File: config.mk
export PLATFORM = sky130hd
export DESIGN_NAME = multisim_server_pull
export DESIGN_NICKNAME = d
export VERILOG_FILES = /design/src/rtl/multisim_pkg.sv /design/src/rtl/multisim_fifo.sv /design/src/rtl/multisim_server_pull.sv /design/src/rtl/multisim_server_chan.sv
export SDC_FILE = /design/constraint.sdc
export NUM_CORES = 1
export LEC_CHECK = 0
export BUFFER_PORTS_ARGS = -buffer_cell sky130_fd_sc_hd__clkbuf_2
export CORE_AREA = 2 2 126 128
export DETAILED_ROUTE_END_ITERATION = 8
export DIE_AREA = 0 0 128 130
export GPL_TIMING_DRIVEN = 1
export PLACE_DENSITY = 0.86
export SETUP_SLACK_MARGIN = 0.4
export SLEW_MARGIN = 20
export SYNTH_ARGS = -nofsm -noshare
export SYNTH_HDL_FRONTEND = slang
export SYNTH_SLANG_ARGS = --single-unit
File: constraint.sdc
create_clock -name clk -period 4.51 [get_ports clk]
set_input_delay 0.6765 -clock clk [delete_from_list [all_inputs] [get_ports clk]]
set_output_delay 0.6765 -clock clk [all_outputs]
set_load 0.005 [all_outputs]
File: src/rtl/multisim_pkg.sv
// multisim_pkg: shared types and constants for the multisim server channel endpoints.
package multisim_pkg;
    typedef enum logic {MULTISIM_PUSH, MULTISIM_PULL} multisim_dir_e;
    localparam int CNT_W = 32;
endpackage

File: src/rtl/multisim_fifo.sv
// multisim_fifo: circular buffer storage with read/write pointers and occupancy count.
module multisim_fifo #(
    parameter int DATA_WIDTH = 32,
    parameter int DEPTH = 4
) (
    input  logic                    clk,
    input  logic                    rst,
    input  logic                    wr_en,
    input  logic [DATA_WIDTH-1:0]   wr_data,
    input  logic                    rd_en,
    output logic [DATA_WIDTH-1:0]   rd_data,
    output logic [$clog2(DEPTH):0]  count
);
    localparam int AW = $clog2(DEPTH);
    logic [DATA_WIDTH-1:0] mem [DEPTH];
    logic [AW-1:0] wr_ptr;
    logic [AW-1:0] rd_ptr;
    // Pointers wrap for free because DEPTH is a power of two.
    always_ff @(posedge clk or posedge rst) begin
        if (rst) begin
            wr_ptr <= '0;
            rd_ptr <= '0;
            count  <= '0;
        end else begin
            if (wr_en) wr_ptr <= wr_ptr + AW'(1);
            if (rd_en) rd_ptr <= rd_ptr + AW'(1);
            count <= count + (AW+1)'(wr_en) - (AW+1)'(rd_en);
        end
    end
    always_ff @(posedge clk) begin
        if (wr_en) mem[wr_ptr] <= wr_data;
    end
    assign rd_data = mem[rd_ptr];
endmodule

File: src/rtl/multisim_server_pull.sv
// multisim_server_pull: link-to-RTL endpoint; the buffer output drives the local stream.
module multisim_server_pull
    import multisim_pkg::*;
#(
    parameter int DATA_WIDTH = 32,
    parameter int DEPTH = 4
) (
    input  logic                    clk,
    input  logic                    rst,
    input  logic [DATA_WIDTH-1:0]   link_data,
    input  logic                    link_vld,
    output logic                    link_rdy,
    output logic [DATA_WIDTH-1:0]   data,
    output logic                    data_vld,
    input  logic                    data_rdy,
    output logic [$clog2(DEPTH):0]  level,
    output logic [CNT_W-1:0]        in_cnt,
    output logic [CNT_W-1:0]        out_cnt
);
    multisim_server_chan #(.DATA_WIDTH(DATA_WIDTH), .DEPTH(DEPTH)) u_chan (
        .clk      (clk),
        .rst      (rst),
        .in_data  (link_data),
        .in_vld   (link_vld),
        .in_rdy   (link_rdy),
        .out_data (data),
        .out_vld  (data_vld),
        .out_rdy  (data_rdy),
        .level    (level),
        .in_cnt   (in_cnt),
        .out_cnt  (out_cnt)
    );
endmodule

File: src/rtl/multisim_server_chan.sv
// multisim_server_chan: buffered ready/valid channel endpoint with beat counters.
module multisim_server_chan
    import multisim_pkg::*;
#(
    parameter int DATA_WIDTH = 32,
    parameter int DEPTH = 4
) (
    input  logic                    clk,
    input  logic                    rst,
    input  logic [DATA_WIDTH-1:0]   in_data,
    input  logic                    in_vld,
    output logic                    in_rdy,
    output logic [DATA_WIDTH-1:0]   out_data,
    output logic                    out_vld,
    input  logic                    out_rdy,
    output logic [$clog2(DEPTH):0]  level,
    output logic [CNT_W-1:0]        in_cnt,
    output logic [CNT_W-1:0]        out_cnt
);
    localparam int LW = $clog2(DEPTH) + 1;
    logic [LW-1:0] count;
    logic wr_en;
    logic rd_en;
    // Handshake flags come only from registered count and rst, never from in_vld/out_rdy.
    assign in_rdy  = !rst && (count != LW'(DEPTH));
    assign out_vld = !rst && (count != '0);
    assign wr_en   = in_vld && in_rdy;
    assign rd_en   = out_vld && out_rdy;
    assign level   = count;
    multisim_fifo #(.DATA_WIDTH(DATA_WIDTH), .DEPTH(DEPTH)) u_fifo (
        .clk     (clk),
        .rst     (rst),
        .wr_en   (wr_en),
        .wr_data (in_data),
        .rd_en   (rd_en),
        .rd_data (out_data),
        .count   (count)
    );
    always_ff @(posedge clk or posedge rst) begin
        if (rst) begin
            in_cnt  <= '0;
            out_cnt <= '0;
        end else begin
            if (wr_en) in_cnt <= in_cnt + CNT_W'(1);
            if (rd_en) out_cnt <= out_cnt + CNT_W'(1);
        end
    end
endmodule

==> results of run 1 <==
per-layer routing:
metal / global-route usage / share of wire / up-vias
met4: 0.0601 / 0.0090 / 0
li1: - / - / 2099
met2: 0.351 / 0.54 / 154
met3: 0.0484 / 0.060 / 12
met5: 0 / 0 / -
met1: 0.222 / 0.39 / 2315
sequential cells by signal, summed over array words and instances (netlist names):
register              cells
u_chan.out_cnt           32
u_chan.u_fifo.wr_ptr      2
u_chan.u_fifo.count       3
u_chan.u_fifo.rd_ptr      2
u_chan.u_fifo.mem       128
u_chan.in_cnt            32
cell usage after synthesis (all sizes together) (5+ instances only):
cell type | instances | share of area
dfrtp | 71 | 0.22
and3 | 10 | 0.0078
nand3 | 31 | 0.020
xnor2 | 50 | 0.055
nor4 | 10 | 0.012
nor3 | 11 | 0.0081
mux4 | 32 | 0.090
clkbuf | 5 | 0.0023
nand4 | 24 | 0.020
edfxtp | 128 | 0.48
xor2 | 17 | 0.019
inv | 10 | 0.0047
nor2 | 12 | 0.0059
nand2 | 24 | 0.011
and2 | 5 | 0.0039
buf | 8 | 0.0053
ha | 8 | 0.013
area by class of cell:
| cell class | count | area share |
|---|---|---|
| Multi-Input combinational cell | 253 | 0.242 |
| Timing Repair Buffer | 141 | 0.0757 |
| Clock inverter | 14 | 0.0156 |
| Inverter | 10 | 0.00396 |
| Sequential cell | 199 | 0.593 |
| Clock buffer | 18 | 0.0452 |
| Tap cell | 192 | 0.0253 |
final timing paths:
kind	endpoint	start	depth (start not counted)	slack, ns
max in group asynchronous	u_chan.u_fifo.rd_ptr[0]	rst	3	3.13
hold reg to reg	u_chan.out_cnt[31]	u_chan.out_cnt[31]	1	0.47
hold / removal	u_chan.in_cnt[26]	rst	2	0.41
setup / recovery	data[9]	u_chan.u_fifo.rd_ptr[1]	3	1.66
setup reg to reg	u_chan.u_fifo.mem[1][3]	u_chan.u_fifo.count[2]	4	2.21
min in group clk	u_chan.u_fifo.mem[3][23]	link_data[23]	1	0.47
where the power goes:
part | internal (mW) | leakage (nW) | switching (mW)
Combinational | 0.546 | 1.36 | 0.523
Sequential | 2.16 | 2.11 | 0.170
Clock | 0.779 | 0.273 | 0.677
cells by family (layout without fill, tap and decap cells):
family                   after synthesis  in the layout  share of synthesized area
flip-flops                           199            199                      0.702
XOR/XNOR                              67             67                     0.0733
AO/OA/AOI/OAI                          1              1                   0.000625
adder cells (fa/ha/maj)                9              9                     0.0150
buffers and inverters                 23            183                     0.0123
multiplexers                          34             34                     0.0928
AND/OR/NAND/NOR                      142            142                      0.104
critical path, cell delays in order, from the launching register on:
cell      delay [ns]
dfrtp_1         0.80
buf_4           0.41
mux4_2          0.40
clkbuf_2        0.14
metrics by stage:
step / util / worst slack (ns)
2_1_floorplan: - / 2.01
3_3_place_gp: 0.578 / 1.90
3_5_place_dp: 0.578 / 1.83
4_1_cts: 0.615 / 1.62
5_1_grt: 0.615 / 1.56
6_report: 0.615 / 1.66
==> summary.md, run 1 <==
| Metric | Value |
|---|---|
| Status | `finished, final reports clean` |
| Synthesized flop and latch total | `slightly below 200` |
| Crit end category | `output pin` |
| Commonest non-fill, non-tap cell in the layout | `clkbuf_2` |
| Initial antenna violation count | `0` |
| Post-CTS sizing | `0` |
| PortBufs | `around 140` |
| H-tree depth | `4` |
| Unrepaired setup endpoints after global routing | `false` |
| VDD IR max | `about 0.0004 V` |
| Cell Rows | `46` |
| Cell area after layout | `9490 um2` |
| Worst min path class | `in2async` |
| Pin count of the biggest net entering global routing | `40` |
| Startpoint types | `register` |
| Final Slew Violations | `0` |
| First-pass GRT wire length | `about 24000 um` |
| WL final | `about 15000 um` |
| Post-CTS Setup Bufs | `0` |
| Layout area overhead | `18.5%` |
| Placed instance area | `roughly 9000 um2` |
| Initial Util | `0.519` |
| Cell Area, Synth | `around 8000 um2` |
| Max Clock Skew | `slightly below 0.01 ns` |
| Hold WS | `0.413 ns` |
| CTS sink cnt | `approximately 200` |
| Clk_lat worst skew | `approximately 0.42 ns` |
| Die Footprint | `approximately 17000 um2` |
| Final Hold Viols | `0` |
| Final Wtd Congestion | `0.770` |
| Post-synth EDFFs | `roughly 130` |
| CP arrival | `~2.2 ns` |
| Crit path kind | `reg2out` |
| LEAKAGE | `roughly 3.7 nW` |
| Worst EP required | `3.83 ns` |
| Root buf cell | `clkbuf_16` |
| Register Area | `5620 um2` |
| Hold_buf cts | `0` |
| Placed cell count | `between 700 and 800` |
| Synth Instances | `~480` |
| Core area | `around 15000 um2` |
| Drt pass-1 iters | `4` |
| Most used DFF post-synth | `edfxtp_1` |
| Finished Layout Cells | `between 800 and 900` |
| Longest Clk Path Bufs | `2` |
| Routed len/inst | `18.7 um` |
| Die H | `130 um` |
| Via count | `between 4000 and 5000` |
| IO Pins | `about 140` |
| Async SR Flop Fraction | `0.357` |
| Overflow after GRT | `0` |
| FMAX | `0.351 GHz` |
| Slew @ Worst Pin | `0.886 ns` |
| Seq/Total Area, Yosys | `0.702` |
| Area of the multi-input gates | `approximately 2300 um2` |
| Final setup TNS | `0 ns` |
| Final ANT Viol Nets | `0` |
| CTS tree | `built` |
| Chip Width | `approximately 130 um` |
| Syn_nets | `520` |
| CTS Buf Count | `17` |
| Synth unique cells | `38` |
| Max-Cap Viols | `0` |
| Final number of setup-violating endpoints | `0` |
| Gr usage total | `0.191` |
| DRC viols | `0` |
| # diodes | `0` |
| Layout fillers | `~1100` |
| First DRT Iteration DRCs | `311` |
| DPL Wire Length | `10500 um` |
| Clock slew at reported path FFs | `~0.07 ns` |
| Share of layout cells above drive strength 1 | `0.350` |
| Worst rel slew slack | `0.409` |
| Vias in the first global route | `4636` |
| Vias/cell | `approximately 5.5` |
| Design Power | `~4.9 mW` |
| Crit path max fanout | `18` |
| Cell Pwr Density | `approximately 500 nW/um2` |
| Fin crit period | `2.85 ns` |
| Most frequent cells in the layout | `136 x clkbuf_2, 128 x edfxtp_1, 70 x dfrtp_1, 50 x xnor2_1, 32 x mux4_2` |
| Final #Nets | `roughly 670` |
| Syn_area_per_cell | `16.9 um2` |
| Warnings, synthesis | `0` |
| Period utilization | `0.632` |
Note: power is estimated with default switching activity, not from simulation.
==> run 2: changes to the inputs <==
==> constraint.sdc (replaced) <==
create_clock -name clk -period 2.8 [get_ports clk]
set_input_delay 0.42 -clock clk [delete_from_list [all_inputs] [get_ports clk]]
set_output_delay 0.42 -clock clk [all_outputs]
set_load 0.005 [all_outputs]
==> run 2 against run 1 <==
Critical path depth increased by 6. First-iteration DRC count decreased by 23%. Wire length increased by 0.78%. Hold slack got worse by 0.27 ns. Non-clock buffer count increased by 6. Die area unchanged. Register-to-register slack got worse by 1.7 ns. Combinational power increased by 73%. Clock-buffer cell count increased by 1. Final area increased by 0.82%. Critical endpoint is now u_chan.u_fifo.count[2]. Via count about the same. Core utilization increased by 0.50 points.
==> summary.md, run 2 (synthesis results as in run 1) <==
| Metric | Value |
|---|---|
| Die H | `130 um (unchanged)` |
| FMAX | `about 0.45 GHz` |
| WL final | `15600 um (was 15500 um)` |
| Layout Utilization | `0.620 (was 0.615)` |
| Via count | `4581 (was 4580)` |
| Unrepaired setup endpoints after global routing | `false (unchanged)` |
| First DRT Iteration DRCs | `238 (was 311)` |
| Cell Pwr Density | `824 nW/um2 (was 512 nW/um2)` |
| VDD IR max | `0.000471 V (was 0.000390 V)` |
| PortBufs | `136 (unchanged)` |
| Hold WS | `0.146 ns (was 0.413 ns)` |
| Cell Rows | `46 (unchanged)` |
| Crit path max fanout | `6 (was 18)` |
| Root buf cell | `clkbuf_16 (unchanged)` |
| Drt pass-1 iters | `4 (unchanged)` |
| IO Pins | `137 (unchanged)` |
| Max FFs per register | `128 (unchanged)` |
| Final Hold Viols | `0 (unchanged)` |
| Slowest cell on crit path | `dfrtp_1 (unchanged)` |
| Hold_buf cts | `0 (unchanged)` |
| Routed len/inst | `18.7 um (about the same)` |
| Pin count of the biggest net entering global routing | `44 (was 40)` |
| Die Footprint | `16600 um2 (unchanged)` |
| Status | `finished, final reports clean (unchanged)` |
| Largest regs | `u_chan.u_fifo.mem (128), u_chan.in_cnt (32), u_chan.out_cnt (32) (unchanged)` |
| Worst EP required | `3.15 ns (was 3.83 ns)` |
| CTS tree | `built (unchanged)` |
| Placed cell count | `800 (was 795)` |
| DPL Wire Length | `10700 um (was 10500 um)` |
| Final Wtd Congestion | `0.790 (was 0.770)` |
| Most frequent cells in the layout | `136 x clkbuf_2, 128 x edfxtp_1, 70 x dfrtp_1, 50 x xnor2_1, 32 x mux4_2 (unchanged)` |
| Clock slew at reported path FFs | `0.07 ns (about the same)` |
| Final setup TNS | `0 ns (unchanged)` |
| Initial antenna violation count | `0 (unchanged)` |
| Worst min path class | `in2async (unchanged)` |
| Overflow after GRT | `0 (unchanged)` |
| Initial Util | `0.519 (unchanged)` |
| Final number of setup-violating endpoints | `0 (unchanged)` |
| Final Slew Violations | `0 (unchanged)` |
| Share of layout cells above drive strength 1 | `0.354 (was 0.350)` |
| Worst rel slew slack | `0.474 (was 0.409)` |
| Commonest non-fill, non-tap cell in the layout | `clkbuf_2 (unchanged)` |
| Vias in the first global route | `4796 (was 4636)` |
| Startpoint types | `register (unchanged)` |
| Clk_lat worst skew | `0.42 ns (about the same)` |
| Biggest cell delay along the critical path | `0.48 ns (was 0.80 ns)` |
| CTS sink cnt | `199 (unchanged)` |
| Final #Nets | `673 (was 667)` |
| Crit-path cells | `nor3_2 -> nor2_2 -> ha_1 -> inv_1 -> ha_1 -> inv_1 -> fa_1 -> xnor2_1 -> xnor2_1 (was buf_4 -> mux4_2 -> clkbuf_2)` |
| CTS Buf Count | `17 (unchanged)` |
| Longest Clk Path Bufs | `2 (unchanged)` |
| H-tree depth | `4 (unchanged)` |
| First-pass GRT wire length | `24700 um (was 24000 um)` |
| Max-Cap Viols | `0 (unchanged)` |
| Layout area overhead | `19.5% (was 18.5%)` |
| Final ANT Viol Nets | `0 (unchanged)` |
| # diodes | `0 (unchanged)` |
| Max Clock Skew | `0.00777 ns (was 0.00971 ns)` |
| Fin crit period | `2.24 ns` |
| CP arrival | `2.59 ns (was 2.17 ns)` |
| LEAKAGE | `3.78 nW (was 3.74 nW)` |
| Slew @ Worst Pin | `0.783 ns (was 0.886 ns)` |
| Most flop-heavy register | `u_chan.u_fifo.mem (unchanged)` |
| DRC viols | `0 (unchanged)` |
| Chip Width | `128 um (unchanged)` |
| Core area | `15400 um2 (unchanged)` |
| Period utilization | `0.801` |
| Vias/cell | `5.50 (was 5.54)` |
| Gr usage total | `0.196 (was 0.191)` |
| Finished Layout Cells | `833 (was 827)` |
| Crit end category | `register (was output pin)` |
| Crit path kind | `reg2reg (was reg2out)` |
-- run 2: timing repair --
action / 4_1_cts / 5_1_grt
resized for setup: 1 / 0
endpoints found under the setup margin: 19 / 0
buffers inserted: 1 / 0
-- run 2: worst paths after layout --
check                                       start                  endpoint  slack, ns  depth (start not counted)
setup / recovery           u_chan.u_fifo.count[1]    u_chan.u_fifo.count[2]       0.56                          9
hold / removal                                rst    u_chan.u_fifo.count[0]       0.15                          2
setup reg to reg           u_chan.u_fifo.count[1]    u_chan.u_fifo.count[2]       0.56                          9
hold reg to reg                u_chan.out_cnt[31]        u_chan.out_cnt[31]       0.48                          1
max in group asynchronous                     rst         u_chan.in_cnt[17]       2.01                          3
min in group clk                    link_data[15]  u_chan.u_fifo.mem[0][15]       0.21                          1
-- run 2: layout make-up --
| cell class | count | area (um2) |
|---|---|---|
| timing repair buffer | 147 | 813 |
| inverter | 10 | 37.5 |
| clock inverter | 13 | 124 |
| multi-input combinational | 253 | 2290 |
| tap | 192 | 240 |
| sequential | 199 | 5620 |
| fill | 1133 | 5860 |
| clock buffer | 19 | 433 |
-- run 2: where the power goes --
part / internal [mW] / switching [mW] / total [mW]
clock network: 1.24 / 1.04 / 2.28
registers: 3.48 / 0.260 / 3.74
logic: 0.964 / 0.887 / 1.85
-- run 2: critical path, delay by kind of cell, from the launching register on --
| family | cells | cell delay, ns |
|---|---|---|
| xor gates and xnor gates | 2 | 0.32 |
| adders and majority gates | 3 | 0.78 |
| buffers and inverters | 2 | 0.10 |
| DFF | 1 | 0.48 |
| and+or+nand+nor | 2 | 0.48 |
-- run 2: per-layer routing --
layer	GRT usage	wire [um]	vias up
met3	0.0541	1020	16
li1	-	-	2109
met4	0.0601	189	0
met1	0.231	6190	2305
met2	0.355	8190	151
met5	0	0	-
-- run 2: per-stage QoR --
stage	total power, mW	area, um2	setup slack (ns)
after CTS	7.97	9560	0.540
final	7.88	9560	0.558
after global placement	5.55	8980	0.660
after floorplan	4.84	8010	0.491
after global routing	8.25	9560	0.425
after detailed placement	5.64	8980	0.573
